$ cat config.mk
export PLATFORM = sky130hd
export DESIGN_NAME = id_ex_stage
export DESIGN_NICKNAME = d
export VERILOG_FILES = /design/src/rtl/id_ex_stage.sv
export SDC_FILE = /design/constraint.sdc
export NUM_CORES = 1
export LEC_CHECK = 0
export BUFFER_PORTS_ARGS = -buffer_cell sky130_fd_sc_hd__clkbuf_2
export CORE_MARGIN = 3
export CORE_UTILIZATION = 48
export CTS_CLUSTER_SIZE = 20
export DETAILED_ROUTE_END_ITERATION = 8
export GPL_ROUTABILITY_DRIVEN = 0
export GPL_TIMING_DRIVEN = 0
export PLACE_DENSITY = 0.86
export SLEW_MARGIN = 15
export SYNTH_ARGS = -nofsm -noshare
export SYNTH_HDL_FRONTEND = slang
export SYNTH_SLANG_ARGS = --single-unit
$ cat constraint.sdc
create_clock -name clk -period 1.8 [get_ports clk]
set_clock_uncertainty 0.15 [all_clocks]
set_input_delay 0.36 -clock clk [delete_from_list [all_inputs] [get_ports clk]]
set_output_delay 0.36 -clock clk [all_outputs]
set_load 0.02 [all_outputs]
$ cat src/rtl/id_ex_stage.sv
// Decodes an RV32I instruction into ALU control/operands and holds them in a valid/ready pipe register.
// Latency: 1 cycle from accept edge to ex_* outputs; 1 instruction/cycle throughput.
// Backpressure: in_ready drops while a live entry is held and ex_ready is low; flush always reopens it.
module id_ex_stage #(
    parameter int XLEN = 32
) (
    input  logic            clk,
    input  logic            rst_n,
    input  logic            in_valid,
    output logic            in_ready,
    input  logic [31:0]     instr,
    input  logic [XLEN-1:0] pc,
    input  logic [XLEN-1:0] rs1_data,
    input  logic [XLEN-1:0] rs2_data,
    input  logic            flush,
    input  logic            ex_ready,
    output logic            ex_valid,
    output logic [XLEN-1:0] ex_A,
    output logic [XLEN-1:0] ex_B,
    output logic [3:0]      ex_control,
    output logic [4:0]      ex_rd,
    output logic            ex_we,
    output logic            ex_mem_read,
    output logic            ex_mem_write,
    output logic [XLEN-1:0] ex_store_data,
    output logic            illegal_instr
);

    localparam logic [3:0] C_LUI  = 4'd0;
    localparam logic [3:0] C_LW   = 4'd1;
    localparam logic [3:0] C_ADD  = 4'd2;
    localparam logic [3:0] C_XOR  = 4'd3;
    localparam logic [3:0] C_OR   = 4'd4;
    localparam logic [3:0] C_AND  = 4'd5;
    localparam logic [3:0] C_SLL  = 4'd6;
    localparam logic [3:0] C_SRL  = 4'd7;
    localparam logic [3:0] C_SRA  = 4'd8;
    localparam logic [3:0] C_SUB  = 4'd9;
    localparam logic [3:0] C_SLT  = 4'd10;
    localparam logic [3:0] C_SLTU = 4'd11;
    localparam logic [3:0] C_NOP  = 4'd12;

    localparam logic [6:0] OP_OP     = 7'b0110011;
    localparam logic [6:0] OP_IMM    = 7'b0010011;
    localparam logic [6:0] OP_LUI    = 7'b0110111;
    localparam logic [6:0] OP_AUIPC  = 7'b0010111;
    localparam logic [6:0] OP_LOAD   = 7'b0000011;
    localparam logic [6:0] OP_STORE  = 7'b0100011;

    localparam logic [6:0] F7_BASE = 7'b0000000;
    localparam logic [6:0] F7_ALT  = 7'b0100000;

    // Instruction fields and immediates
    logic [6:0]  opcode;
    logic [2:0]  f3;
    logic [6:0]  f7;
    logic [4:0]  rd;
    logic [31:0] imm_i;
    logic [31:0] imm_s;
    logic [31:0] imm_u;
    logic [31:0] shamt;

    assign opcode = instr[6:0];
    assign rd     = instr[11:7];
    assign f3     = instr[14:12];
    assign f7     = instr[31:25];
    assign imm_i  = {{20{instr[31]}}, instr[31:20]};
    assign imm_s  = {{20{instr[31]}}, instr[31:25], instr[11:7]};
    assign imm_u  = {instr[31:12], 12'b0};
    assign shamt  = {27'b0, instr[24:20]};

    // Decoded values, before registering
    logic [3:0]      dec_ctrl;
    logic [XLEN-1:0] dec_a;
    logic [XLEN-1:0] dec_b;
    logic            dec_wb;
    logic            dec_mrd;
    logic            dec_mwr;
    logic            dec_illegal;

    // Pipeline registers
    logic            ex_valid_q, ex_valid_d;
    logic [XLEN-1:0] ex_a_q, ex_a_d;
    logic [XLEN-1:0] ex_b_q, ex_b_d;
    logic [3:0]      ex_control_q, ex_control_d;
    logic [4:0]      ex_rd_q, ex_rd_d;
    logic            ex_we_q, ex_we_d;
    logic            ex_mem_read_q, ex_mem_read_d;
    logic            ex_mem_write_q, ex_mem_write_d;
    logic [XLEN-1:0] ex_store_data_q, ex_store_data_d;
    logic            illegal_q, illegal_d;

    logic accept;

    // Flush opens the stage so an upstream stall cannot outlive the kill
    assign in_ready = !ex_valid_q || ex_ready || flush;
    assign accept   = in_valid && in_ready && !flush;

    // Instruction decode: ALU code, operands, strobes, legality
    always_comb begin
        dec_ctrl    = C_NOP;
        dec_a       = rs1_data;
        dec_b       = rs2_data;
        dec_wb      = 1'b0;
        dec_mrd     = 1'b0;
        dec_mwr     = 1'b0;
        dec_illegal = 1'b0;
        unique case (opcode)
            OP_OP: begin
                dec_wb = 1'b1;
                if (f7 == F7_BASE) begin
                    unique case (f3)
                        3'b000: dec_ctrl = C_ADD;
                        3'b001: dec_ctrl = C_SLL;
                        3'b010: dec_ctrl = C_SLT;
                        3'b011: dec_ctrl = C_SLTU;
                        3'b100: dec_ctrl = C_XOR;
                        3'b101: dec_ctrl = C_SRL;
                        3'b110: dec_ctrl = C_OR;
                        default: dec_ctrl = C_AND;
                    endcase
                end else if (f7 == F7_ALT && f3 == 3'b000) begin
                    dec_ctrl = C_SUB;
                end else if (f7 == F7_ALT && f3 == 3'b101) begin
                    dec_ctrl = C_SRA;
                end else begin
                    dec_illegal = 1'b1;
                end
            end
            OP_IMM: begin
                dec_wb = 1'b1;
                dec_b  = imm_i;
                unique case (f3)
                    3'b000: dec_ctrl = C_ADD;
                    3'b010: dec_ctrl = C_SLT;
                    3'b011: dec_ctrl = C_SLTU;
                    3'b100: dec_ctrl = C_XOR;
                    3'b110: dec_ctrl = C_OR;
                    3'b111: dec_ctrl = C_AND;
                    3'b001: begin
                        dec_b = shamt;
                        if (f7 == F7_BASE) dec_ctrl = C_SLL;
                        else               dec_illegal = 1'b1;
                    end
                    default: begin
                        dec_b = shamt;
                        if (f7 == F7_BASE)     dec_ctrl = C_SRL;
                        else if (f7 == F7_ALT) dec_ctrl = C_SRA;
                        else                   dec_illegal = 1'b1;
                    end
                endcase
            end
            OP_LUI: begin
                dec_wb   = 1'b1;
                dec_ctrl = C_LUI;
                dec_a    = '0;
                dec_b    = imm_u;
            end
            OP_AUIPC: begin
                dec_wb   = 1'b1;
                dec_ctrl = C_ADD;
                dec_a    = pc;
                dec_b    = imm_u;
            end
            OP_LOAD: begin
                dec_wb   = 1'b1;
                dec_ctrl = C_LW;
                dec_b    = imm_i;
                dec_mrd  = 1'b1;
                dec_illegal = (f3 != 3'b010);
            end
            OP_STORE: begin
                dec_ctrl = C_ADD;
                dec_b    = imm_s;
                dec_mwr  = 1'b1;
                dec_illegal = (f3 != 3'b010);
            end
            default: dec_illegal = 1'b1;
        endcase
    end

    // Next-state: flush > accept > drain > hold; illegal flag is a single-cycle pulse
    always_comb begin
        ex_valid_d      = ex_valid_q;
        ex_a_d          = ex_a_q;
        ex_b_d          = ex_b_q;
        ex_control_d    = ex_control_q;
        ex_rd_d         = ex_rd_q;
        ex_we_d         = ex_we_q;
        ex_mem_read_d   = ex_mem_read_q;
        ex_mem_write_d  = ex_mem_write_q;
        ex_store_data_d = ex_store_data_q;
        illegal_d       = 1'b0;
        if (flush || (accept && dec_illegal) || (!accept && ex_ready)) begin
            // Bubble: nothing live, so no side effects may leak downstream
            ex_valid_d     = 1'b0;
            ex_control_d   = C_NOP;
            ex_we_d        = 1'b0;
            ex_mem_read_d  = 1'b0;
            ex_mem_write_d = 1'b0;
            illegal_d      = !flush && accept && dec_illegal;
        end else if (accept) begin
            ex_valid_d      = 1'b1;
            ex_a_d          = dec_a;
            ex_b_d          = dec_b;
            ex_control_d    = dec_ctrl;
            ex_rd_d         = rd;
            ex_we_d         = dec_wb && (rd != 5'd0);
            ex_mem_read_d   = dec_mrd;
            ex_mem_write_d  = dec_mwr;
            ex_store_data_d = rs2_data;
        end
    end

    // Stage register with asynchronous reset to the bubble state
    always_ff @(posedge clk or negedge rst_n) begin
        if (!rst_n) begin
            ex_valid_q      <= 1'b0;
            ex_a_q          <= '0;
            ex_b_q          <= '0;
            ex_control_q    <= C_NOP;
            ex_rd_q         <= '0;
            ex_we_q         <= 1'b0;
            ex_mem_read_q   <= 1'b0;
            ex_mem_write_q  <= 1'b0;
            ex_store_data_q <= '0;
            illegal_q       <= 1'b0;
        end else begin
            ex_valid_q      <= ex_valid_d;
            ex_a_q          <= ex_a_d;
            ex_b_q          <= ex_b_d;
            ex_control_q    <= ex_control_d;
            ex_rd_q         <= ex_rd_d;
            ex_we_q         <= ex_we_d;
            ex_mem_read_q   <= ex_mem_read_d;
            ex_mem_write_q  <= ex_mem_write_d;
            ex_store_data_q <= ex_store_data_d;
            illegal_q       <= illegal_d;
        end
    end

    assign ex_valid      = ex_valid_q;
    assign ex_A          = ex_a_q;
    assign ex_B          = ex_b_q;
    assign ex_control    = ex_control_q;
    assign ex_rd         = ex_rd_q;
    assign ex_we         = ex_we_q;
    assign ex_mem_read   = ex_mem_read_q;
    assign ex_mem_write  = ex_mem_write_q;
    assign ex_store_data = ex_store_data_q;
    assign illegal_instr = illegal_q;

endmodule

==> key figures, run 1 <==
Clock tree
  – Worst-path clk slew: ~0.070 ns
  – CTS buffer count: 9
  – CTS tree: built
  – CTS root buf: clkbuf_16
  – H-tree depth: 3
  – Worst-Skew Late Latency: 0.35 ns
  – # clock sinks: 110
  – CTS max path bufs: 2

Global route
  – Initial antenna violation count: 0
  – Vias in the first global route: just over 5000
  – First-pass GRT wire length: between 20 and 30 mm
  – Largest net degree at the start of global routing: 64
  – Global Route Usage Sum: 26.0%
  – Total grt overflow: 0

Drt
  – Starting DRC count in detailed routing: 371
  – DRT met1 WL: about 7.3 mm
  – DR WL met2: 8.99 mm
  – Vias per cell: just under 6
  – DR top layer: met4
  – Routed WL: 17.9 mm
  – WL met3: about 1.1 mm
  – Drt wl/cell: 19.9 um
  – DRC Markers: 0
  – Drt pass-1 iters: 5
  – Detail Route Antenna Nets: 0
  – Via count: 5235

Floorplan
  – Placeable Area: 11500 um^2
  – Initial core utilization: ~50%
  – Row cnt: 39
  – Top Ports: approximately 240
  – Full die area: about 13000 um^2
  – Die width: 115 um
  – Die Height: between 100 and 150 um

Yosys
  – Number of synthesized flops with an enable pin: 0
  – Primary FF master, synth: dfrtp_1
  – Syn Nets: between 600 and 700
  – Seq cells post-synth: 110
  – Syn Inst Count: 490
  – Unique cell type count in the Yosys netlist: 46
  – Register area share after synthesis: 48.4%
  – Average footprint of a synthesized cell: approximately 12 um^2
  – Synthesized area: 5690 um^2
  – FFs w/ async S/R, synth: 100%
  – Ys Warns: 0

Pwr
  – Largest vdd supply drop: between 0.0006 and 0.0007 V
  – Flop pwr share: between 40% and 50%
  – Total internal power: about 4.6 mW
  – Pwr Density: roughly 840 nW/um^2
  – Clk pwr share: between 30% and 40%
  – Logic pwr share: between 20 and 25%
  – Switching share of power: 30.4%
  – Net Switching: between 2 and 2.5 mW
  – Pleak: slightly below 4 nW

Critical path
  – Worst-path maximum fanout: 10
  – Slowest CP cell: or4_4
  – R2R setup slack: -0.14 ns
  – CP Cell Sequence: buf_6 > or4_4 > nor3_4 > o21bai_4 > nor3_4 > buf_6 > buf_8 > mux2_2
  – Req. time, crit path: 1.88 ns
  – Worst path max stage delay: approximately 0.55 ns
  – Critical path arrival: 2.22 ns
  – Crit path kind: in -> reg
  – Critical Path End Type: flip-flop
  – Startpoint Class: input pin

Timing
  – Peak Freq: 468 MHz
  – Final min period: around 2.1 ns
  – Max-Slew Margin vs Limit: 48.0%
  – Final Hold Violating Endpoints: 0
  – Final period utilization: 119%
  – Setup violators final: about 110
  – Fin. max-slew vios: 0
  – Setup TNS: -30.37 ns
  – Fin Hold WS: roughly 0.13 ns
  – Worst-margin pin slew: 0.773 ns
  – PnR worst setup slack: -0.338 ns
  – RSZ-0062 raised after global routing: true

Run status
  – Failing checks: setup timing
  – Status: complete, but fails checks

Layout
  – Fillers: ~880
  – Ant diodes: 0
  – Final Net Count: approximately 900
  – Layout cell share with drive strength beyond 1: between 40% and 50%
  – Finished Core Util: between 60 and 70%
  – Area grow syn2layout: 37.2%

Run
  – Number of max-cap violations: 0

Placement
  – HPWL after DPL: 13.1 mm
  – Port Buf Inserts: 240

Hold path
  – HP Class: in -> reg
flip-flops by register name, summed over array words and instances (netlist names):
name           count
illegal_instr      1
ex_A              32
ex_mem_read        1
ex_B              32
ex_control         4
ex_mem_write       1
ex_store_data     32
ex_we              1
ex_valid           1
ex_rd              5
per-layer routing:
layer	vias to the layer above	global-route usage [%]
met4	0	8.29
met1	2604	34.0
met5	-	0
met2	243	42.6
li1	2348	-
met3	40	6.63
kinds of logic after synthesis:
group	share of synthesized area [%]
compound gates	15.6
flops	48.4
mux	19.5
simple gates	9.53
buf+inv	6.95
cells in the mapped netlist (2+ instances only):
library cell / count / area [um^2]
o31ai_1: 2 / 15.0
buf_6: 7 / 78.8
a21oi_1: 41 / 205
nor2b_1: 7 / 43.8
buf_2: 3 / 15.0
nor4b_1: 2 / 17.5
nor3_1: 2 / 10.0
nor2_1: 8 / 30.0
buf_8: 2 / 30.0
a32o_1: 6 / 60.1
inv_1: 37 / 139
mux2i_1: 33 / 330
o21ai_0: 6 / 30.0
a221o_1: 20 / 200
and2_1: 2 / 12.5
buf_4: 2 / 15.0
nand2_1: 4 / 15.0
nand4_1: 2 / 12.5
mux2_2: 68 / 766
nand3_1: 7 / 35.0
o2111ai_1: 2 / 17.5
dfrtp_1: 108 / 2700
a22o_1: 25 / 219
buf_1: 2 / 7.51
dfstp_2: 2 / 52.6
o211ai_1: 6 / 45.0
nor3b_1: 38 / 285
clkbuf_1: 24 / 90.1
a32oi_1: 5 / 43.8
final cells by class:
class / count / area (um^2) / area share, %
plain buffers: 41 / 313 / 4.01
clock buffers: 11 / 253 / 3.24
clock inverters: 3 / 45.0 / 0.577
inverters: 37 / 139 / 1.78
multi-input cells: 302 / 2670 / 34.2
flip-flops and latches: 110 / 2760 / 35.3
well taps: 143 / 179 / 2.29
repair buffers: 256 / 1450 / 18.6
worst paths after layout:
kind                                     to        start  cells after the start
max in group asynchronous           ex_A[6]        rst_n                      3
hold reg to reg                    ex_B[31]     ex_B[31]                      1
hold / removal             ex_store_data[9]  rs2_data[9]                      2
setup / recovery           ex_store_data[1]    instr[31]                      8
setup reg to reg           ex_store_data[1]     ex_valid                      6
min in group asynchronous          ex_rd[2]        rst_n                      2
power by group through the flow:
stage / Combinational (mW) / Clock, mW / Sequential [mW]
CTS: 1.59 / 2.08 / 2.94
global route: 1.71 / 2.18 / 2.98
detailed placement: 1.55 / 0 / 2.98
finish: 1.60 / 2.05 / 2.95
global placement: 1.50 / 0 / 2.97
floorplan: 0.476 / 0 / 3.35
critical path, delay by kind of cell:
kind | cells | cell delay, ns
AND/OR/NAND/NOR | 3 | 0.93
buffers and inverters | 3 | 0.48
multiplexers | 1 | 0.35
AO/OA/AOI/OAI | 1 | 0.10
through the flow:
stage                     area [um^2]  setup WS, ns  total power, mW  instances
after floorplan                  5720        -0.399             3.83        490
after global placement           7100         -1.26             4.46        873
after detailed placement         7140        -0.764             4.53        874
after CTS                        7590        -0.330             6.61        892
after global routing             7800        -0.391             6.87        903
final                            7800        -0.338             6.59        903
placed cells by master (no fill, tap or decap), types with 3 or more instances in the layout:
cell	instances
buf_4	7
a22o_1	25
mux2i_1	31
o21ai_0	6
inv_1	37
buf_8	4
nor2b_1	5
clkbuf_8	3
dfrtp_1	108
a32o_1	6
clkbuf_2	242
buf_12	5
nand2_1	4
clkbuf_16	13
a32oi_1	5
mux2_2	45
o211ai_1	6
a221o_1	20
nor2_1	8
nand3_1	6
buf_6	9
a21oi_1	39
buf_2	3
nor3b_1	38
mux2_4	23
clkbuf_1	18
timing repair:
item / in CTS / in global routing
gates cloned: 1 / 4
buffers inserted: 2 / 7
resized for setup: 31 / 26
hold buffers: 1 / 0
endpoints found under the setup margin: 108 / 108
endpoints found under the hold margin: 45 / 0
Note: power is estimated with default switching activity, not from simulation.
==> run 2, diff against run 1 <==
- CORE_ASPECT_RATIO: default -> 1.75
==> run 2 against run 1 <==
  * The run still ends with setup timing left
  * Sequential share of layout area shrank 2.1 points
  * Non-clock buffer count grew 13
  * Global-route usage is 2.5 points higher
  * Count of clock-buffer cells in the layout is 2 lower
  * Critical path depth increased by 1
  * Via count increased by 1.3%
  * Worst setup slack better by 0.0084 ns
  * Cell area is 6.2% higher
  * Sequential cell count unchanged
  * Core utilization grew 3.8 points
  * Register-to-register slack about the same
  * Combinational power increased by 8%
  * Largest power group unchanged
==> key figures, run 2 (synthesis gave the netlist of run 1 again) <==
Layout
  – Final Net Count: 903 (+1.5%)
  – Commonest cells after routing, fill and taps aside: clkbuf_2, dfrtp_1, mux2_4, a21oi_1, nor3b_1
  – Layout cell share with drive strength beyond 1: 50.7% (+1.9 points)
  – Final instance area: 8290 um^2 (+6.2%)
  – Finished Core Util: 71.6% (+3.8 points)
  – Area grow syn2layout: 45.7%
  – Ant diodes: 0 (unchanged)
  – Commonest non-fill, non-tap cell in the layout: clkbuf_2

Clock tree
  – Worst-Skew Late Latency: 0.34 ns (about the same)
  – CTS max path bufs: 2 (unchanged)
  – H-tree depth: 3 (unchanged)
  – CTS buffer count: 9 (unchanged)
  – # clock sinks: 110 (unchanged)
  – Worst-path clk slew: 0.08 ns (about the same)
  – CTS tree: built
  – CTS root buf: clkbuf_16

Floorplan
  – Full die area: 13200 um^2 (+0.39%)
  – Initial core utilization: 49.1% (-0.28 points)
  – Placeable Area: 11600 um^2 (+0.57%)
  – Top Ports: 244 (unchanged)
  – Die width: 88.3 um (-23%)
  – Row cnt: 52 (+33%)
  – Die Height: 150 um (+31%)

Global route
  – Global Route Usage Sum: 28.5% (+2.5 points)
  – Largest net degree at the start of global routing: 61 (-4.7%)
  – Total grt overflow: 0 (unchanged)
  – Vias in the first global route: 5607 (+9.0%)
  – Initial antenna violation count: 0 (unchanged)
  – First-pass GRT wire length: 29.0 mm (+7.2%)

Pwr
  – Clk pwr share: 30.6% (-0.4 points)
  – Largest vdd supply drop: 0.000475 V (-22%)
  – Switching share of power: 31.4% (+1.0 points)
  – Pleak: 4.10 nW (+5.7%)
  – Net Switching: 2.13 mW (+6.0%)
  – Pwr Density: 816 nW/um^2 (-3.5%)
  – Logic pwr share: 25.6% (+1.4 points)
  – Total internal power: 4.64 mW (+1.0%)
  – Flop pwr share: 43.8% (-0.9 points)
  – Tot Pwr: 6.76 mW (+2.5%)

Drt
  – DRC Markers: 0 (unchanged)
  – Drt pass-1 iters: 4 (-1)
  – Vias per cell: 5.83 (+0.56%)
  – Via count: 5305 (+1.3%)
  – Routed WL: 19.9 mm (+11%)
  – Detail Route Antenna Nets: 0 (unchanged)
  – Drt wl/cell: 21.9 um (+10%)
  – Starting DRC count in detailed routing: 358 (-3.5%)

Timing
  – Max-Slew Margin vs Limit: 50.6% (+2.6 points)
  – Setup violators final: 108 (unchanged)
  – Worst-margin pin slew: 0.735 ns (-0.0386 ns)
  – Setup TNS: -27.00 ns (+3.37 ns)
  – Final min period: 2.13 ns (-0.00844 ns)
  – Final Hold Violating Endpoints: 0 (unchanged)
  – Peak Freq: 470 MHz (+0.40%)
  – Final period utilization: 118% (-0.47 points)
  – PnR worst setup slack: -0.329 ns (+0.00844 ns)
  – Fin. max-slew vios: 0 (unchanged)
  – RSZ-0062 raised after global routing: true

Critical path
  – Req. time, crit path: 1.88 ns (about the same)
  – Crit path kind: in -> reg
  – Critical Path End Type: flip-flop
  – Worst-path maximum fanout: 7 (-3)
  – Critical path arrival: 2.20 ns (-0.02 ns)
  – Startpoint Class: input pin

Run status
  – Status: complete, but fails checks
  – Failing checks: setup timing

Placement
  – HPWL after DPL: 14.3 mm (+9.1%)
  – DP Area: 7130 um^2 (-0.14%)
  – Pre-CTS setup slack: -0.832 ns (-0.0678 ns)
  – Port Buf Inserts: 240 (unchanged)

Run
  – Number of max-cap violations: 0 (unchanged)

Hold path
  – HP Class: in -> reg
## run 2: cell types whose count changed in the layout (fill, tap and decap cells not counted), moves of 3 or more
cell     before  now
inv_6         0    3
mux2_4       23   66
buf_4         7   11
buf_12        5   13
mux2_2       45    3
mux2i_1      31   28
## run 2: area by class of cell
cell class	count	area (um^2)
Clock inverter	7	78.8
Fill cell	834	3290
Buffer	41	362
Sequential cell	110	2760
Multi-Input combinational cell	302	2880
Timing Repair Buffer	269	1680
Tap cell	135	169
Clock buffer	9	225
Inverter	37	139
## run 2: final timing paths
path	start	end	slack, ns	depth (start not counted)
worst max-delay path	instr[31]	ex_store_data[31]	-0.33	9
worst min-delay path	rs2_data[11]	ex_store_data[11]	0.11	2
worst max register to register	ex_valid	ex_store_data[31]	-0.14	7
worst min register to register	ex_mem_write	ex_mem_write	0.35	1
max in group asynchronous	rst_n	ex_control[3]	0.42	3
min in group asynchronous	rst_n	ex_A[12]	0.37	2
## run 2: timing repair
action                     CTS  global route
hold endpoints to repair    50             0
gates cloned                 3             6
hold buffers                 1             0
setup endpoints to repair  108           108
resized for setup           45            96
buffers inserted             6            14
## run 2: worst max-delay path: stages
cell and delay [ns]:
buf_8 0.10, or4_4 0.55, nor3_4 0.18, o21bai_4 0.09
nor3_4 0.17, buf_4 0.15, buf_12 0.14, clkbuf_16 0.16
mux2_4 0.30
## run 2: power by group through the flow
stage	logic [mW]	registers, mW	clock network (mW)
floorplan	0.476	3.35	0
global placement	1.50	2.97	0
detailed placement	1.57	2.99	0
CTS	1.62	2.95	2.09
global route	1.84	3.00	2.20
finish	1.73	2.96	2.07
## run 2: metal layers
| metal | vias to the layer above | track usage [%] | share of wire (%) |
|---|---|---|---|
| li1 | 2375 | - | - |
| met1 | 2629 | 30.9 | 35 |
| met2 | 252 | 52.3 | 55 |
| met3 | 49 | 5.45 | 6.0 |
| met4 | 0 | 12.2 | 3.6 |
| met5 | - | 0 | 0 |
## run 2: per-stage QoR
stage,cells,hold WS [ns]
5_1_grt,910,0.110
4_1_cts,892,0.109
2_1_floorplan,490,-0.0856
3_3_place_gp,865,0.328
6_report,910,0.111
3_5_place_dp,866,0.192
